**src/rtl/rpn_seq_pkg.sv**
```systemverilog
// rpn_seq_pkg: shared types, field positions and depth rules for the RPN sequencer
package rpn_seq_pkg;
  localparam int PC_W_DEF = 10;
  localparam int DEPTH_MAX_DEF = 1023;
  localparam int INSTR_W = 18;
  localparam int KIND_HI = 17;
  localparam int KIND_LO = 16;
  localparam int IMM_W = 16;
  localparam int CNT_W = 10;
  typedef enum logic [1:0] {K_PUSH = 2'd0, K_OP = 2'd1, K_HALT = 2'd2, K_RSVD = 2'd3} instr_kind_e;
  typedef enum logic [2:0] {S_IDLE, S_FETCH, S_DECODE, S_EXEC, S_SETTLE} state_e;
  function automatic logic [1:0] min_depth(input logic [2:0] op);
    return (op == 3'd2 || op == 3'd3 || op == 3'd4) ? 2'd2 : 2'd1;
  endfunction
endpackage

```
**src/rtl/rpn_seq_decode.sv**
```systemverilog
// rpn_seq_decode: splits an instruction word and flags illegal kinds and stack depth faults (RPN_SEQ_DEPTH_CHK_EN)
module rpn_seq_decode
  import rpn_seq_pkg::*;
#(
  parameter int DEPTH_MAX = DEPTH_MAX_DEF
) (
  input  logic [INSTR_W-1:0] instr,
  input  logic [CNT_W-1:0]   au_cnt,
  output instr_kind_e        kind,
  output logic [2:0]         op,
  output logic [IMM_W-1:0]   imm,
  output logic               illegal,
  output logic               depth_fault
);
  assign kind = instr_kind_e'(instr[KIND_HI:KIND_LO]);
  assign op = instr[2:0];
  assign imm = instr[IMM_W-1:0];
  assign illegal = kind == K_RSVD;
`ifdef RPN_SEQ_DEPTH_CHK_EN
  assign depth_fault = (kind == K_PUSH) ? (32'(au_cnt) >= DEPTH_MAX) :
                       (kind == K_OP) ? (au_cnt < CNT_W'(min_depth(op))) : 1'b0;
`else
  logic unused_cnt;
  assign unused_cnt = ^au_cnt;
  assign depth_fault = 1'b0;
`endif
endmodule

```
**src/rtl/rpn_sequencer.sv**
```systemverilog
// rpn_sequencer: fetches ROM instructions and issues push/op commands to the stack unit (optional depth check: RPN_SEQ_DEPTH_CHK_EN)
module rpn_sequencer
  import rpn_seq_pkg::*;
#(
  parameter int PC_W = PC_W_DEF,
  parameter int DEPTH_MAX = DEPTH_MAX_DEF
) (
  input  logic               clk,
  input  logic               nrst,
  input  logic               start,
  input  logic [PC_W-1:0]    start_addr,
  output logic               imem_rd,
  output logic [PC_W-1:0]    imem_addr,
  input  logic [INSTR_W-1:0] imem_data,
  output logic               au_push,
  output logic               au_en,
  output logic [2:0]         au_op,
  output logic [IMM_W-1:0]   au_d,
  input  logic [CNT_W-1:0]   au_cnt,
  input  logic [IMM_W-1:0]   au_out,
  output logic               busy,
  output logic               done,
  output logic               error,
  output logic [IMM_W-1:0]   result,
  output logic [PC_W-1:0]    pc
);
  state_e state_q, state_d;
  logic [PC_W-1:0] pc_q, pc_d;
  logic imem_rd_q, imem_rd_d, au_en_q, au_en_d, au_push_q, au_push_d;
  logic done_q, done_d, error_q, error_d;
  logic [2:0] au_op_q, au_op_d;
  logic [IMM_W-1:0] au_d_q, au_d_d, result_q, result_d;
  instr_kind_e kind;
  logic [2:0] op;
  logic [IMM_W-1:0] imm;
  logic illegal, depth_fault;
  rpn_seq_decode #(.DEPTH_MAX(DEPTH_MAX)) u_dec (
    .instr(imem_data), .au_cnt(au_cnt), .kind(kind), .op(op), .imm(imm),
    .illegal(illegal), .depth_fault(depth_fault)
  );
  // Next-state and next-output logic; every output is registered so it is valid for the whole state
  always_comb begin
    state_d = state_q;
    pc_d = pc_q;
    imem_rd_d = 1'b0;
    au_en_d = 1'b0;
    au_push_d = 1'b0;
    au_op_d = au_op_q;
    au_d_d = au_d_q;
    done_d = 1'b0;
    error_d = error_q;
    result_d = result_q;
    case (state_q)
      S_IDLE: if (start) begin
        state_d = S_FETCH;
        pc_d = start_addr;
        error_d = 1'b0;
        imem_rd_d = 1'b1;
      end
      S_FETCH: state_d = S_DECODE;
      S_DECODE: if (kind == K_HALT) begin
        state_d = S_IDLE;
        result_d = au_out;
        done_d = 1'b1;
      end else if (illegal || depth_fault) begin
        state_d = S_IDLE;
        error_d = 1'b1;
        done_d = 1'b1;
      end else begin
        state_d = S_EXEC;
        au_en_d = 1'b1;
        au_push_d = kind == K_PUSH;
        au_op_d = (kind == K_OP) ? op : 3'd0;
        au_d_d = (kind == K_PUSH) ? imm : au_d_q;
      end
      S_EXEC: begin
        pc_d = pc_q + PC_W'(1);
        state_d = (!au_push_q && au_op_q == 3'd5) ? S_SETTLE : S_FETCH;
        imem_rd_d = state_d == S_FETCH;
      end
      S_SETTLE: begin
        state_d = S_FETCH;
        imem_rd_d = 1'b1;
      end
      default: state_d = S_IDLE;
    endcase
  end
  // State and output registers; reset drops everything to IDLE immediately
  always_ff @(posedge clk or negedge nrst) begin
    if (!nrst) begin
      state_q <= S_IDLE;
      pc_q <= '0;
      imem_rd_q <= 1'b0;
      au_en_q <= 1'b0;
      au_push_q <= 1'b0;
      au_op_q <= 3'd0;
      au_d_q <= '0;
      done_q <= 1'b0;
      error_q <= 1'b0;
      result_q <= '0;
    end else begin
      state_q <= state_d;
      pc_q <= pc_d;
      imem_rd_q <= imem_rd_d;
      au_en_q <= au_en_d;
      au_push_q <= au_push_d;
      au_op_q <= au_op_d;
      au_d_q <= au_d_d;
      done_q <= done_d;
      error_q <= error_d;
      result_q <= result_d;
    end
  end
  assign imem_rd = imem_rd_q;
  assign imem_addr = pc_q;
  assign au_push = au_push_q;
  assign au_en = au_en_q;
  assign au_op = au_op_q;
  assign au_d = au_d_q;
  assign busy = state_q != S_IDLE;
  assign done = done_q;
  assign error = error_q;
  assign result = result_q;
  assign pc = pc_q;
endmodule
```
**config.mk**
```make
export PLATFORM = sky130hd
export DESIGN_NAME = rpn_sequencer
export DESIGN_NICKNAME = d
export VERILOG_FILES = /design/src/rtl/rpn_seq_pkg.sv /design/src/rtl/rpn_seq_decode.sv /design/src/rtl/rpn_sequencer.sv
export SDC_FILE = /design/constraint.sdc
export NUM_CORES = 1
export LEC_CHECK = 0
export BUFFER_PORTS_ARGS = -buffer_cell sky130_fd_sc_hd__buf_4
export CORE_MARGIN = 3
export CORE_UTILIZATION = 45
export CTS_CLUSTER_DIAMETER = 60
export CTS_CLUSTER_SIZE = 30
export DETAILED_ROUTE_END_ITERATION = 10
export PLACE_DENSITY = 0.79
export SLEW_MARGIN = 25
export SYNTH_ARGS = -nofsm -noshare
export SYNTH_HDL_FRONTEND = slang
export SYNTH_SLANG_ARGS = --single-unit
```
**constraint.sdc**
```tcl
create_clock -name clk -period 2.2 [get_ports clk]
set_input_delay 0.44 -clock clk [delete_from_list [all_inputs] [get_ports clk]]
set_output_delay 0.44 -clock clk [all_outputs]
set_load 0.005 [all_outputs]
```
After elaboration in Yosys (flattened, before gate mapping)
Cells that the tools add are included.
- register bits after elaboration: 53
- memories kept: 0
- output and inout port bits: 61
- RAM bits: 0
- latch bits: 0
- bits of input ports: 57
- memory bits (read-only): 0
- shift operators: 0
- bitwise gates (word level): 2
- reduce and logical (&&, ||, !) cells: 12
- mux-type cells: 23
- add/sub/neg operators: 1
- divide/modulo/power cells: 0
- magnitude comparators: 0
- equality and inequality tests: 12
- multiply operators: 0
- operators by type and width (kind ; count):
    $pmux 10 s2 ; 1
    $pmux 3 s5 ; 1
    $mux 1 ; 13
    $add 10x1->10 const B ; 1
    $mux 10 ; 1
    $mux 3 ; 3
    $reduce_and 4->1 ; 2
    $eq 3x1->1 const B ; 2
    $eq 3x2->1 const B ; 2
    $eq 3x3->1 const B ; 2
    $ne 2x2->1 const B ; 3
    $eq 2x2->1 const B ; 2
    $mux 2 ; 2
    $reduce_and 2->1 ; 2
    $reduce_bool 2->1 ; 2
    $logic_not 3->1 ; 1
    $pmux 1 s3 ; 1
    $reduce_and 3->1 ; 1
    $reduce_bool 3->1 ; 1
    $eq 2x1->1 const B ; 1
    $logic_not 2->1 ; 1
    $not 1->1 ; 2
    $pmux 1 s2 ; 1
    $logic_and 1x1->1 ; 1
    $logic_not 1->1 ; 1

Logic depth before layout (Yosys ltp)
Gate-level depths: netlist of the first run.
- depth after elaboration: 5
- mapped depth: 7
- mapped depth without buffers: 5

Cells and area by module
From an unflattened synthesis of the first run, not the netlist that was laid out.
- cell total of the unflattened synthesis: 204
- area total of the unflattened synthesis: 2492.4 sq um
- by module, submodules not included (module ; cells an instance ; times used ; seq. area each (sq um) ; area an instance (sq um)):
    rpn_sequencer ; 180 ; 1 ; 1326.3 ; 2317.2
    rpn_seq_decode ; 24 ; 1 ; 0.0 ; 175.2

Worst setup path after synthesis of the first run
Ideal clock, no wire load.
- kind: flip-flop to flip-flop
- start point: register state_q[2]
- end point: register au_d_q[10], in the netlist au_d[10]
- setup time: 0.125 ns
- period minus slack after synthesis: 1.621 ns
- data arrival time: 1.496 ns
- setup slack: 0.579 ns
- stages on the path, launching flop included: 7
- cells stage by stage: dfrtp_1 > nand2b_2 > nand2b_1 > buf_2 > nor2_8 > buf_6 > mux2_2
- longest elaborated chain between the ends: 2
- RTL lines (element ; line ; source):
    from (decl) ; rpn_sequencer.sv:27 ; state_e state_q, state_d;
    from (signal assigned) ; rpn_sequencer.sv:102 ; state_q <= state_d;
    $eq 3x2->1 ; rpn_sequencer.sv:53 ; case (state_q)
    $reduce_and 4->1 (no line) ; - ;
    to (signal assigned) ; rpn_sequencer.sv:108 ; au_d_q <= au_d_d;
    to (decl) ; rpn_sequencer.sv:32 ; logic [IMM_W-1:0] au_d_q, au_d_d, result_q, result_d;
Every way passes these cells.
A chain may end at the register's enable or synchronous reset.

Worst setup path in the final report of the first run
- start point: register state_q[2]
- end point: register result_q[2], in the netlist result[2]
- longest elaborated chain between the ends: 2
- RTL lines (element ; line ; source):
    $eq 3x2->1 ; rpn_sequencer.sv:53 ;
    $reduce_and 2->1 (no line) ; - ;
    to (signal assigned) ; rpn_sequencer.sv:111 ; result_q <= result_d;
    to (decl) ; rpn_sequencer.sv:32 ;
Every way passes these cells.

==> results of run 1 <==
[kinds of logic after synthesis]
| logic type | synth area share |
|---|---|
| AOI/OAI and AO/OA | 0.0628 |
| adders and majority gates | 0.00537 |
| buffers and inverters | 0.0601 |
| DFF | 0.569 |
| muxes | 0.175 |
| and+or+nand+nor | 0.127 |
[worst max-delay path by stage]
stage	endpoint	startpoint	depth (start not counted)	slack, ps
global placement	result[2]	state_q[2]	5	360
global route	result[2]	state_q[2]	5	170
finish	result[2]	state_q[2]	5	290
detailed placement	result[2]	state_q[2]	5	310
CTS	result[2]	state_q[2]	5	280
floorplan	au_d[10]	state_q[2]	6	580
[synth_stat cells (all sizes together), types with 2 or more instances]
cell type | count | area share
a211oi | 5 | 0.016
a21oi | 4 | 0.0086
a311oi | 2 | 0.0075
buf | 16 | 0.057
dfrtp | 53 | 0.57
inv | 2 | 0.0032
mux2 | 32 | 0.17
nand2 | 16 | 0.026
nand2b | 2 | 0.0064
nand3 | 3 | 0.0064
nand4 | 2 | 0.0054
nor2 | 15 | 0.034
nor3 | 3 | 0.0064
nor4 | 3 | 0.0081
o211ai | 2 | 0.0064
o21ai | 6 | 0.013
[area by class of cell]
class                      instances  area, um2
fill                             394       1630
sequential                        53       1330
multi-input combinational        109        863
timing repair buffer             108        823
tap                               67       83.8
clock buffer                       6       72.6
clock inverter                     2       38.8
inverter                           2       7.51
[flip-flops by register name, summed over array words and instances, names as in the netlist]
register   count
au_push        1
au_d          16
state_q        3
au_en          1
result        16
done           1
error          1
au_op          3
imem_addr     10
imem_rd        1
[where the power goes]
group          leakage, nW  switching, mW  internal [mW]  total [mW]
logic                0.867          0.664           1.16        1.82
clock network       0.0554          0.309          0.342       0.650
registers            0.643          0.368           1.43        1.79
total                 1.57           1.34           2.93        4.27
[through the flow]
stage | instances | setup slack, ps | cell area (um2)
detailed placement | 339 | 315 | 3100
global placement | 339 | 355 | 3100
CTS | 347 | 277 | 3220
finish | 347 | 291 | 3220
floorplan | 180 | 579 | 2330
global route | 347 | 169 | 3220
[routing by layer]
metal | global-route usage | up-vias | part of all wire
met5 | 0 | - | 0
met1 | 0.204 | 813 | 0.40
met2 | 0.289 | 82 | 0.49
met4 | 0.0524 | 0 | 0.0086
li1 | - | 833 | -
met3 | 0.0638 | 4 | 0.095
==> impl_metrics.csv, run 1 <==
group,metric,value,unit
run_status,status,"finished, final reports clean",
global_route,grt_pass1_wl,8250,um
floorplan,die_y,78.0,um
cts,cts_tree,"yes",
critical_path,path_class,"flop to flop",
cts,clk_path_buf_depth,2,
detailed_routing,via_count,1732,
timing,hold_ws,169,ps
timing,setup_tns,0,ps
timing,skew,12.9,ps
logic_synthesis,synth_cells,180,
timing,clock.fmax,0.524,GHz
cts,clkSinkCount,53,
cells_and_area,nNetsFinal,337,
cells_and_area,drive_gt1_frac,0.550,
power,power,4.27,mW
critical_path,path_buf_inv,1,
logic_synthesis,synth_edf_count,0,
cts,cts-htree-levels,2,
detailed_routing,wl,5150,um
detailed_routing,dr.pass1.iters,4,
cts,cts.clk_slew.worst_paths,90,ps
critical_path,crit_chain,"nand2b_2, nor3b_2, and2b_1, buf_12, mux2_2",
critical_path,reg2reg_depth,5,
critical_path,critPathMaxFanout,11,
global_route,grt.total_usage,0.172,
place,portBuffers,107,
cts,cts_resized,0,
timing,finalHoldViolCount,0,
detailed_routing,final_antenna_net_count,0,
job,maxCapViolCount,0,
logic_synthesis,synth_warnings,0,
timing,setup_viol,0,
critical_path,crit_family,"simple AND/OR/NAND/NOR gates",
critical_path,crit_arrival,2090,ps
cts,clk_latency,300,ps
min_path,holdCritPathClass,"input pin to asynchronous set/reset pin",
critical_path,critPathCaptureType,"flop",
detailed_routing,via_per_inst,4.99,
logic_synthesis,async_flop_share,1.00,
cells_and_area,syn2layout_area_growth,38.0,%
global_route,antenna_found_initial,0,
logic_synthesis,ys_seq_area_frac,0.569,
timing,maxSlewHeadroom,0.556,
detailed_routing,drt_iter0_markers,84,
global_route,grt_max_degree,54,
logic_synthesis,ys_ff_latch,53,
place,gp_congestion,0.798,
floorplan,rows,25,
cts,cts_buffers,5,
timing,tightestPinTransition,666,ps
place,dp_hpwl,3860,um
cells_and_area,mostFrequentLayoutCells,"buf_4 (107), dfrtp_1 (53), mux2_2 (22), nand2_1 (16), nor2_1 (13)",
critical_path,reg2reg_from,"state_q[2]",
critical_path,cp_slowest_stage_delay,440,ps
cells_and_area,n_antenna_cell,0,
timing,slew_viol_final,0,
cts,cts_hold_buf,0,
critical_path,r2r-end,"result[2]",
detailed_routing,avgRoutedWirePerCell,14.8,um
cts,cts_setup_buffers,0,
power,powerDensity,1330,nW/um2
logic_synthesis,syn_area,2330,um2
timing,rsz0062_at_grt,"false",
global_route,overflow,0,
critical_path,reg2reg_setup_slack,290,ps
cells_and_area,final_common_cell,"buf_4",
timing,min_period,1910,ps
floorplan,die_x,78.0,um
global_route,first_global_vias,1798,
critical_path,cp.required,2380,ps
floorplan,die_area,6080,um2
logic_synthesis,synth_top_flop_cell,"dfrtp_1",
critical_path,slowest_stage,"dfrtp_1",
floorplan,io_pins,118,
cts,clockRootBuffer,"clkbuf_8",
critical_path,cp-start-kind,"flop",
floorplan,initial_core_util,0.481,
logic_synthesis,syn_avg_cell_area,12.9,um2
logic_synthesis,ys_types,37,
power,p_leak,1.57,nW
logic_synthesis,synth_fp_nets,238,
floorplan,core_area,4850,um2
detailed_routing,remaining_drc_errors,0,
cells_and_area,final_util,0.663,
power,ir_drop,0.639,mV
timing,post-route-period-util,0.868,
(Power assumes the default switching activity.)
==> run 2, diff against run 1 <==
==> constraint.sdc (replaced) <==
create_clock -name clk -period 2.2 [get_ports clk]
set_input_delay 0.22 -clock clk [delete_from_list [all_inputs] [get_ports clk]]
set_output_delay 0.22 -clock clk [all_outputs]
set_load 0.005 [all_outputs]
==> impl_metrics.csv, run 2 (synthesis results as in run 1) <==
group,metric,value,unit
run_status,status,"finished, final reports clean",
detailed_routing,via_count,1723,
floorplan,die_y,78.0,um
cts,cts-htree-levels,2,
floorplan,rows,25,
critical_path,critPathMaxFanout,11,
timing,rsz0062_at_grt,"false",
cells_and_area,multi_input_area,863,um2
cells_and_area,seq_area,1330,um2
detailed_routing,dr.pass1.iters,6,
timing,post-route-period-util,0.862,
floorplan,die_x,78.0,um
place,place_area,3100,um2
cells_and_area,drive_gt1_frac,0.552,
critical_path,crit_arrival,2080,ps
cells_and_area,mostFrequentLayoutCells,"buf_4 (107), dfrtp_1 (53), mux2_2 (22), nand2_1 (16), nor2_1 (13)",
cells_and_area,n_antenna_cell,0,
global_route,antenna_found_initial,0,
power,ir_drop,0.620,mV
cells_and_area,stdcell_area,3200,um2
timing,clock.fmax,0.527,GHz
cells_and_area,instances_no_fill,348,
floorplan,die_area,6080,um2
place,portBuffers,107,
detailed_routing,final_antenna_net_count,0,
power,p_leak,1.56,nW
critical_path,cp.required,2390,ps
floorplan,initial_core_util,0.481,
cts,clockRootBuffer,"clkbuf_8",
global_route,first_global_vias,1793,
cells_and_area,final_common_cell,"buf_4",
place,dp_hpwl,3830,um
timing,finalHoldViolCount,0,
global_route,grt.total_usage,0.174,
timing,min_period,1900,ps
critical_path,cp-start-kind,"flop",
global_route,grt_pass1_wl,8330,um
cells_and_area,fill_cells,388,
min_path,holdCritPathClass,"input pin to flop",
detailed_routing,remaining_drc_errors,0,
cells_and_area,nNetsFinal,338,
detailed_routing,drt_iter0_markers,50,
timing,setup_viol,0,
floorplan,io_pins,118,
detailed_routing,avgRoutedWirePerCell,14.6,um
cts,cts_setup_buffers,0,
detailed_routing,via_per_inst,4.95,
cells_and_area,syn2layout_area_growth,37.5,%
timing,slew_viol_final,0,
cts,clkSinkCount,53,
place,dp_cells,339,
timing,maxSlewHeadroom,0.564,
cts,cts_buffers,5,
critical_path,path_class,"flop to flop",
place,gp_congestion,0.784,
timing,setup_tns,0,ps
timing,tightestPinTransition,655,ps
timing,skew,11.2,ps
critical_path,critPathCaptureType,"flop",
global_route,overflow,0,
cts,cts_resized,0,
cells_and_area,final_util,0.661,
cts,cts.clk_slew.worst_paths,100,ps
detailed_routing,wl,5070,um
power,powerDensity,1300,nW/um2
cts,cts_tree,"yes",
job,maxCapViolCount,0,
cts,clk_path_buf_depth,2,
floorplan,core_area,4850,um2
global_route,grt_max_degree,54,
cts,clk_latency,300,ps
## run 2: cell count changes in the layout (fill, tap and decap cells not counted)
cell and delta:
bufinv_16 -1, clkbuf_1 -1, clkinv_2 +1, clkinv_4 -1, clkinvlp_4 +1, dlygate4sd3_1 +1, inv_6 +1
## run 2: where the power goes
part,switching (mW),internal (mW)
combinational,0.659,1.16
sequential,0.366,1.43
clock,0.325,0.227
total,1.35,2.81
## run 2: layout make-up
cell class,instances,share of cell area
Clock buffer,5,0.0215
Multi-Input combinational cell,109,0.269
Sequential cell,53,0.414
Timing Repair Buffer,109,0.260
Tap cell,67,0.0262
Inverter,2,0.00234
Clock inverter,3,0.00664
## run 2: worst paths after layout
path / from / end / slack, ps / cells past startpoint
max: state_q[2] / result[2] / 300 / 5
min: start_addr[5] / imem_addr[5] / 140 / 3
max reg2reg: state_q[2] / result[2] / 300 / 5
min reg2reg: au_d[13] / au_d[13] / 510 / 1
max in group asynchronous: nrst / state_q[0] / 1270 / 2
min in group asynchronous: nrst / au_d[2] / 490 / 2
## run 2: what timing repair did
action | 4_1_cts | 5_1_grt
hold buffers | 1 | 0
endpoints found under the hold margin | 53 | 0
setup endpoints to repair | 0 | 0
## run 2: critical path, stage by stage, from the launching register on
cell      delay (ps)
dfrtp_1          440
nand2b_2         220
nor3b_2          240
and2b_1          350
buf_12           200
mux2_2           330
## run 2: per-stage QoR
| step | hold slack, ps | total power, mW | setup WS, ps |
|---|---|---|---|
| 4_1_cts | 127 | 4.22 | 292 |
| 3_3_place_gp | 301 | 3.59 | 361 |
| 3_5_place_dp | 303 | 3.66 | 322 |
| 2_1_floorplan | -75.6 | 2.71 | 579 |
| 6_report | 137 | 4.16 | 304 |
| 5_1_grt | 115 | 4.50 | 168 |
## run 2: layer usage
| layer | vias to the layer above | global-route usage | share of wire | wire (um) |
|---|---|---|---|---|
| li1 | 832 | - | - | - |
| met1 | 818 | 0.216 | 0.42 | 2100 |
| met2 | 69 | 0.282 | 0.49 | 2470 |
| met3 | 4 | 0.0684 | 0.088 | 446 |
| met4 | 0 | 0.0507 | 0.0083 | 42 |
| met5 | - | 0 | 0 | 0 |
